## config.mk

```make
export PLATFORM = sky130hd
export DESIGN_NAME = app_state_controller
export DESIGN_NICKNAME = d
export VERILOG_FILES = /design/src/rtl/app_ctrl_pkg.sv /design/src/rtl/app_state_controller_loading_timer.sv /design/src/rtl/app_state_controller.sv
export SDC_FILE = /design/constraint.sdc
export NUM_CORES = 1
export LEC_CHECK = 0
export BUFFER_PORTS_ARGS = -buffer_cell sky130_fd_sc_hd__buf_2
export CAP_MARGIN = 20
export CORE_MARGIN = 3
export CORE_UTILIZATION = 40
export CTS_CLUSTER_SIZE = 24
export DETAILED_ROUTE_END_ITERATION = 6
export GPL_TIMING_DRIVEN = 0
export PLACE_DENSITY_LB_ADDON = 0.08
export SLEW_MARGIN = 30
export SYNTH_ARGS = -nofsm -noshare
export SYNTH_HDL_FRONTEND = slang
export SYNTH_HIERARCHICAL = 1
export SYNTH_SLANG_ARGS = --single-unit
```

## constraint.sdc

```tcl
create_clock -name clk -period 2.64 [get_ports clk]
set_input_delay 0.132 -clock clk [delete_from_list [all_inputs] [get_ports clk]]
set_output_delay 0.132 -clock clk [all_outputs]
set_load 0.02 [all_outputs]
```

## src/rtl/app_ctrl_pkg.sv

```systemverilog
// Shared encodings for the application mode sequencer: output mux select values,
// menu cursor indices and loading-bar geometry.
package app_ctrl_pkg;

  // Output mux select; values 7..15 are never produced and recover to ST_MENU.
  typedef enum logic [3:0] {
    ST_MENU         = 4'd0,
    ST_VOLUME       = 4'd1,
    ST_POKEMON      = 4'd2,
    ST_POKEMON_OVER = 4'd3,
    ST_BLANK        = 4'd4,
    ST_POTION       = 4'd5,
    ST_LOADING      = 4'd6
  } app_state_e;

  localparam logic [1:0] CUR_VOLUME  = 2'd0;
  localparam logic [1:0] CUR_POKEMON = 2'd1;
  localparam logic [1:0] CUR_POTION  = 2'd2;

  localparam int unsigned BAR_PIXELS = 96;

  // App state entered once loading for a given menu item completes.
  function automatic app_state_e target_state(input logic [1:0] target);
    case (target)
      CUR_VOLUME:  return ST_VOLUME;
      CUR_POKEMON: return ST_POKEMON;
      CUR_POTION:  return ST_POTION;
      default:     return ST_MENU;
    endcase
  endfunction

  // One-hot start pulse pattern for a given menu item.
  function automatic logic [2:0] target_onehot(input logic [1:0] target);
    case (target)
      CUR_VOLUME:  return 3'b001;
      CUR_POKEMON: return 3'b010;
      CUR_POTION:  return 3'b100;
      default:     return 3'b000;
    endcase
  endfunction

endpackage

```

## src/rtl/app_state_controller_loading_timer.sv

```systemverilog
// Loading-bar timer: a LOAD_STEP prescaler advancing a 7-bit pixel counter.
// done_o is combinational and fires on the edge that completes the last pixel.
module loading_timer
  import app_ctrl_pkg::*;
#(
  parameter int unsigned LOAD_STEP = 1_000_000
) (
  input  logic       clk,
  input  logic       rst_n,
  input  logic       start_i,
  input  logic       enable_i,
  output logic [6:0] progress_o,
  output logic       done_o
);

  localparam int unsigned PW = (LOAD_STEP > 1) ? $clog2(LOAD_STEP) : 1;
  localparam logic [PW-1:0] PRESC_MAX = PW'(LOAD_STEP - 1);
  localparam logic [6:0] PROG_MAX = 7'(BAR_PIXELS - 1);

  logic [PW-1:0] presc_q, presc_d;
  logic [6:0]    prog_q, prog_d;
  logic          wrap;

  assign wrap       = enable_i && (presc_q == PRESC_MAX);
  assign done_o     = wrap && (prog_q == PROG_MAX);
  assign progress_o = prog_q;

  // Next-state: held at zero while idle, bar advances once per prescaler wrap.
  always_comb begin
    presc_d = presc_q;
    prog_d  = prog_q;
    if (start_i || !enable_i) begin
      presc_d = '0;
      prog_d  = '0;
    end else if (wrap) begin
      presc_d = '0;
      prog_d  = done_o ? 7'd0 : prog_q + 7'd1;
    end else begin
      presc_d = presc_q + 1'b1;
    end
  end

  // Counter registers.
  always_ff @(posedge clk or negedge rst_n) begin
    if (!rst_n) begin
      presc_q <= '0;
      prog_q  <= '0;
    end else begin
      presc_q <= presc_d;
      prog_q  <= prog_d;
    end
  end

endmodule

```

## src/rtl/app_state_controller.sv

```systemverilog
// Top-level mode sequencer driving the OLED/7-seg output mux select.
// Optional screensaver (menu idle -> BLANK) enabled by defining APP_SCREENSAVER_EN.
module app_state_controller
  import app_ctrl_pkg::*;
#(
  parameter int unsigned LOAD_STEP   = 1_000_000,
  parameter logic [31:0] IDLE_CYCLES = 32'd3_000_000_000
) (
  input  logic       clk,
  input  logic       rst_n,
  input  logic       btn_c,
  input  logic       btn_u,
  input  logic       btn_d,
  input  logic       btn_l,
  input  logic       game_over,
  output logic [3:0] state,
  output logic [1:0] menu_cursor,
  output logic [6:0] load_progress,
  output logic [2:0] app_start
);

  app_state_e state_q, state_d;
  logic [1:0] cursor_q, cursor_d;
  logic [1:0] target_q, target_d;
  logic [2:0] app_start_q, app_start_d;
  logic       load_start;
  logic       load_done;

`ifdef APP_SCREENSAVER_EN
  logic [31:0] idle_q, idle_d;
  logic        any_btn;
  assign any_btn = btn_c | btn_u | btn_d | btn_l;
`else
  logic unused_idle_cycles;
  assign unused_idle_cycles = ^IDLE_CYCLES;
`endif

  loading_timer #(
    .LOAD_STEP (LOAD_STEP)
  ) u_loading_timer (
    .clk        (clk),
    .rst_n      (rst_n),
    .start_i    (load_start),
    .enable_i   (state_q == ST_LOADING),
    .progress_o (load_progress),
    .done_o     (load_done)
  );

  // Mode transitions, cursor movement and start-pulse generation.
  always_comb begin
    state_d     = state_q;
    cursor_d    = cursor_q;
    target_d    = target_q;
    app_start_d = 3'b000;
    load_start  = 1'b0;
`ifdef APP_SCREENSAVER_EN
    idle_d      = '0;
`endif
    case (state_q)
      ST_MENU: begin
        // Select takes the pre-move cursor; a coincident move is dropped.
        if (btn_c) begin
          target_d   = cursor_q;
          state_d    = ST_LOADING;
          load_start = 1'b1;
        end else if (btn_u && !btn_d) begin
          cursor_d = (cursor_q == CUR_VOLUME || cursor_q > CUR_POTION) ? CUR_POTION
                                                                       : cursor_q - 2'd1;
        end else if (btn_d && !btn_u) begin
          cursor_d = (cursor_q >= CUR_POTION) ? CUR_VOLUME : cursor_q + 2'd1;
        end
`ifdef APP_SCREENSAVER_EN
        if (!any_btn) begin
          if (idle_q == IDLE_CYCLES - 32'd1) begin
            state_d = ST_BLANK;
          end else begin
            idle_d = idle_q + 32'd1;
          end
        end
`endif
      end
      ST_LOADING: begin
        if (load_done) begin
          state_d     = target_state(target_q);
          app_start_d = target_onehot(target_q);
        end
      end
      ST_VOLUME, ST_POTION: begin
        if (btn_l) state_d = ST_MENU;
      end
      ST_POKEMON: begin
        if (game_over) begin
          state_d = ST_POKEMON_OVER;
        end else if (btn_l) begin
          state_d = ST_MENU;
        end
      end
      ST_POKEMON_OVER: begin
        if (btn_l) begin
          state_d = ST_MENU;
        end else if (btn_c) begin
          target_d   = CUR_POKEMON;
          state_d    = ST_LOADING;
          load_start = 1'b1;
        end
      end
      ST_BLANK: begin
`ifdef APP_SCREENSAVER_EN
        // Waking pulse is consumed: no cursor move or select.
        if (any_btn) state_d = ST_MENU;
`else
        state_d = ST_MENU;
`endif
      end
      default: state_d = ST_MENU;
    endcase
  end

  // State and output registers.
  always_ff @(posedge clk or negedge rst_n) begin
    if (!rst_n) begin
      state_q     <= ST_MENU;
      cursor_q    <= CUR_VOLUME;
      target_q    <= CUR_VOLUME;
      app_start_q <= 3'b000;
`ifdef APP_SCREENSAVER_EN
      idle_q      <= '0;
`endif
    end else begin
      state_q     <= state_d;
      cursor_q    <= cursor_d;
      target_q    <= target_d;
      app_start_q <= app_start_d;
`ifdef APP_SCREENSAVER_EN
      idle_q      <= idle_d;
`endif
    end
  end

  assign state       = state_q;
  assign menu_cursor = cursor_q;
  assign app_start   = app_start_q;

endmodule

```

==> metrics.csv <==
stage,metric,value,unit
clock_network,Post-CTS Setup Inserts,0,
timing,hold_ws,0.142,ns
place,dpl cell area,2310,um2
clock_network,clock latency on the worst-skew pair,0.28,ns
layout,most frequent cells in the layout,"dfrtp_1 (38), buf_2 (22), nor2_1 (21)",
timing,crit share post-route,92.0,%
synth,"flops & latches, synth",38,
synth,Post-synth EDFFs,0,
timing,Final Hold Fails,0,
clock_network,H-tree depth,2,
layout,# fillers,487,
clock_network,total CTS buffers,5,
synth,Cells after Synth,210,
worst_setup_path,CP max FO,10,
global_route,GRT Overall Usage,15.1,%
global_route,largest net degree at the start of global routing,39,
timing,Slew HR,43.4,%
pwr,pwr dens,538,nW/um2
floorplan,# rows,25,
layout,area grow syn2layout,14.5,%
synth,sequential cell area fraction in the yosys report,44.9,%
route,Avg WL per Cell,13.7,um
synth,Synth Warn #,6,
floorplan,io pins,23,
status,status,"complete, no violations",
layout,ant diodes,0,
worst_setup_path,Worst setup SP type,flop,
synth,async set or reset register ratio after synthesis,100,%
route,final WL,4220,um
timing,fmax,0.412,GHz
clock_network,clock buffer depth,2,
clock_network,clk root buf,clkbuf_8,
synth,Mapped Nets,223,
synth,Post-Syn Area,2120,um2
place,DP Worst Slack,-0.0707,ns
timing,Setup-failing EPs final,0,
timing,"Slew Viols, Final",0,
route,Residual DRC,0,
timing,worst slew pin tran,0.848,ns
worst_setup_path,Crit. End Element,flop,
timing,clk_skew,0.00996,ns
route,post-DR vias/cell,5.35,
floorplan,die area,6200,um2
floorplan,Initial Utilization,43.1,%
place,post-DP HPWL,2970,um
worst_setup_path,Worst Path Required,2.85,ns
timing,setup TNS,0,ns
floorplan,core area,4910,um2
worst_setup_path,worst path arrival time,2.64,ns
layout,"most common cell after layout, fill and taps aside",dfrtp_1,
synth,simple-gate portion of the synthesized area,27.0,%
synth,Most used DFF post-synth,dfrtp_1,
synth,largest family of logic cells by synthesized area,simple AND/OR/NAND/NOR gates,
synth,adder-cell area share of the yosys netlist,3.54,%
place,port bufs,22,
floorplan,die width,78.8,um
worst_setup_path,crit path kind,flop to flop,
timing,setup ws final,0.211,ns
synth,post-synthesis mux area share,4.02,%
clock_network,CTS tree,yes,
layout,nets,253,
global_route,Congestion Overflow GR,0,
synth,Mapped Avg Cell Area,10.1,um2
global_route,initial antenna violation count,0,
clock_network,Worst-path clk slew,0.07,ns
clock_network,CTS Sinks,38,
timing,RSZ-0062 raised after global routing,false,
place,GPL Wtd Cong,0.760,
timing,post-layout min period,2.43,ns
synth,complex-gate fraction of the synthesized area,10.8,%
route,1st-iter DRT viols,43,
route,1st-pass router iterations,4,
synth,XOR/XNOR Fraction of Synth Area,5.38,%
route,Via Count,1648,
floorplan,die height,78.8,um
synth,count of different cell masters after synthesis,50,
layout,final instance area,2420,um2
pwr,Leak,1.02,nW
global_route,vias in the first global route,1589,
layout,layout cells sized above 1,19.9,%
route,Antenna Nets Post-Route,0,
run,max cap viols,0,
pwr,maximum vdd drop,334,uV
global_route,first-pass GRT wire length,7490,um
worst_hold_path,worst min path class,input port to flop,
## final timing paths
check,slack (ns),cells after the start,end,start
max,0.21,8,state[0],state[3]
min,0.14,3,state[0],game_over
max reg2reg,0.21,8,state[0],state[3]
min reg2reg,0.49,1,u_loading_timer/presc_q[0],u_loading_timer/presc_q[0]
max in group asynchronous,1.61,2,u_loading_timer/presc_q[17],rst_n
min in group asynchronous,0.49,2,app_start[0],rst_n
## critical path: stages, from the launching register on
cell and delay [ns]:
dfrtp_1 0.45, and4bb_4 0.39, nand4b_1 0.14, or4_4 0.45, buf_6 0.17, nor3_4 0.27, nand3b_1 0.12, a31o_2 0.25
a31oi_1 0.13
## synth_stat cells (3+ instances only)
cell type	n	area (um2)
nor3_1	3	15.0
nand2_1	14	52.6
a31oi_1	3	18.8
nor2_1	21	78.8
dfrtp_1	38	951
nand3b_1	3	22.5
nand4b_1	3	26.3
buf_4	4	30.0
nand4_1	5	31.3
a21oi_1	9	45.0
nor4_1	3	18.8
nand2b_1	3	18.8
inv_1	9	33.8
ha_1	6	75.1
and3_1	4	25.0
o21ai_0	5	25.0
or4_1	6	45.0
nand3_1	10	50.1
xor2_1	8	70.1
o31ai_1	6	45.0
xnor2_1	5	43.8
mux2i_1	7	70.1
## layout make-up
type	count	area (um2)	area share (%)
buffer	7	56.3	2.32
clock buffer	7	86.3	3.56
clock inverter	1	5.00	0.206
inverter	9	33.8	1.39
multi-input combinational	156	1090	44.9
sequential	38	951	39.2
tap	67	83.8	3.46
timing repair buffer	23	120	4.95
## logic make-up after synthesis
kind of cell / Yosys count
buf+inv: 16
mux: 8
xor+xnor: 13
simple gates: 96
flops: 38
compound gates: 32
fa+ha+maj: 6
other cells: 1
## per-layer routing
layer | track usage, % | vias to the layer above | wire length [um]
met4 | 4.37 | 0 | 39
met3 | 3.06 | 5 | 201
li1 | - | 821 | -
met5 | 0 | - | 0
met1 | 21.6 | 782 | 2160
met2 | 23.3 | 40 | 1820
## registers in the layout, indices dropped and copies added (netlist names)
| signal | flops |
|---|---|
| app_start | 3 |
| menu_cursor | 2 |
| state | 4 |
| target_q | 2 |
| u_loading_timer/presc_q | 20 |
| u_loading_timer/progress_o | 7 |
## repair_timing
item / CTS / global route
hold buffers: 1 / 0
setup endpoints to repair: 2 / 2
gates resized for setup: 1 / 1
endpoints found under the hold margin: 38 / 0
cloned: 0 / 0
## per-stage QoR
step           std cells  power (W)  util (%)
3_5_place_dp         299   0.000910      47.1
6_report             308    0.00130      49.4
2_1_floorplan        210   0.000831         -
4_1_cts              308    0.00132      49.2
5_1_grt              308    0.00139      49.4
3_3_place_gp         299   0.000911      47.1
## report_power, final
part / switching (W) / internal (W)
clock network: 0.000196 / 0.000211
registers: 0.0000423 / 0.000619
logic: 0.000135 / 0.0000999
total: 0.000374 / 0.000930
No activity file was read; power rests on OpenSTA's default activity.
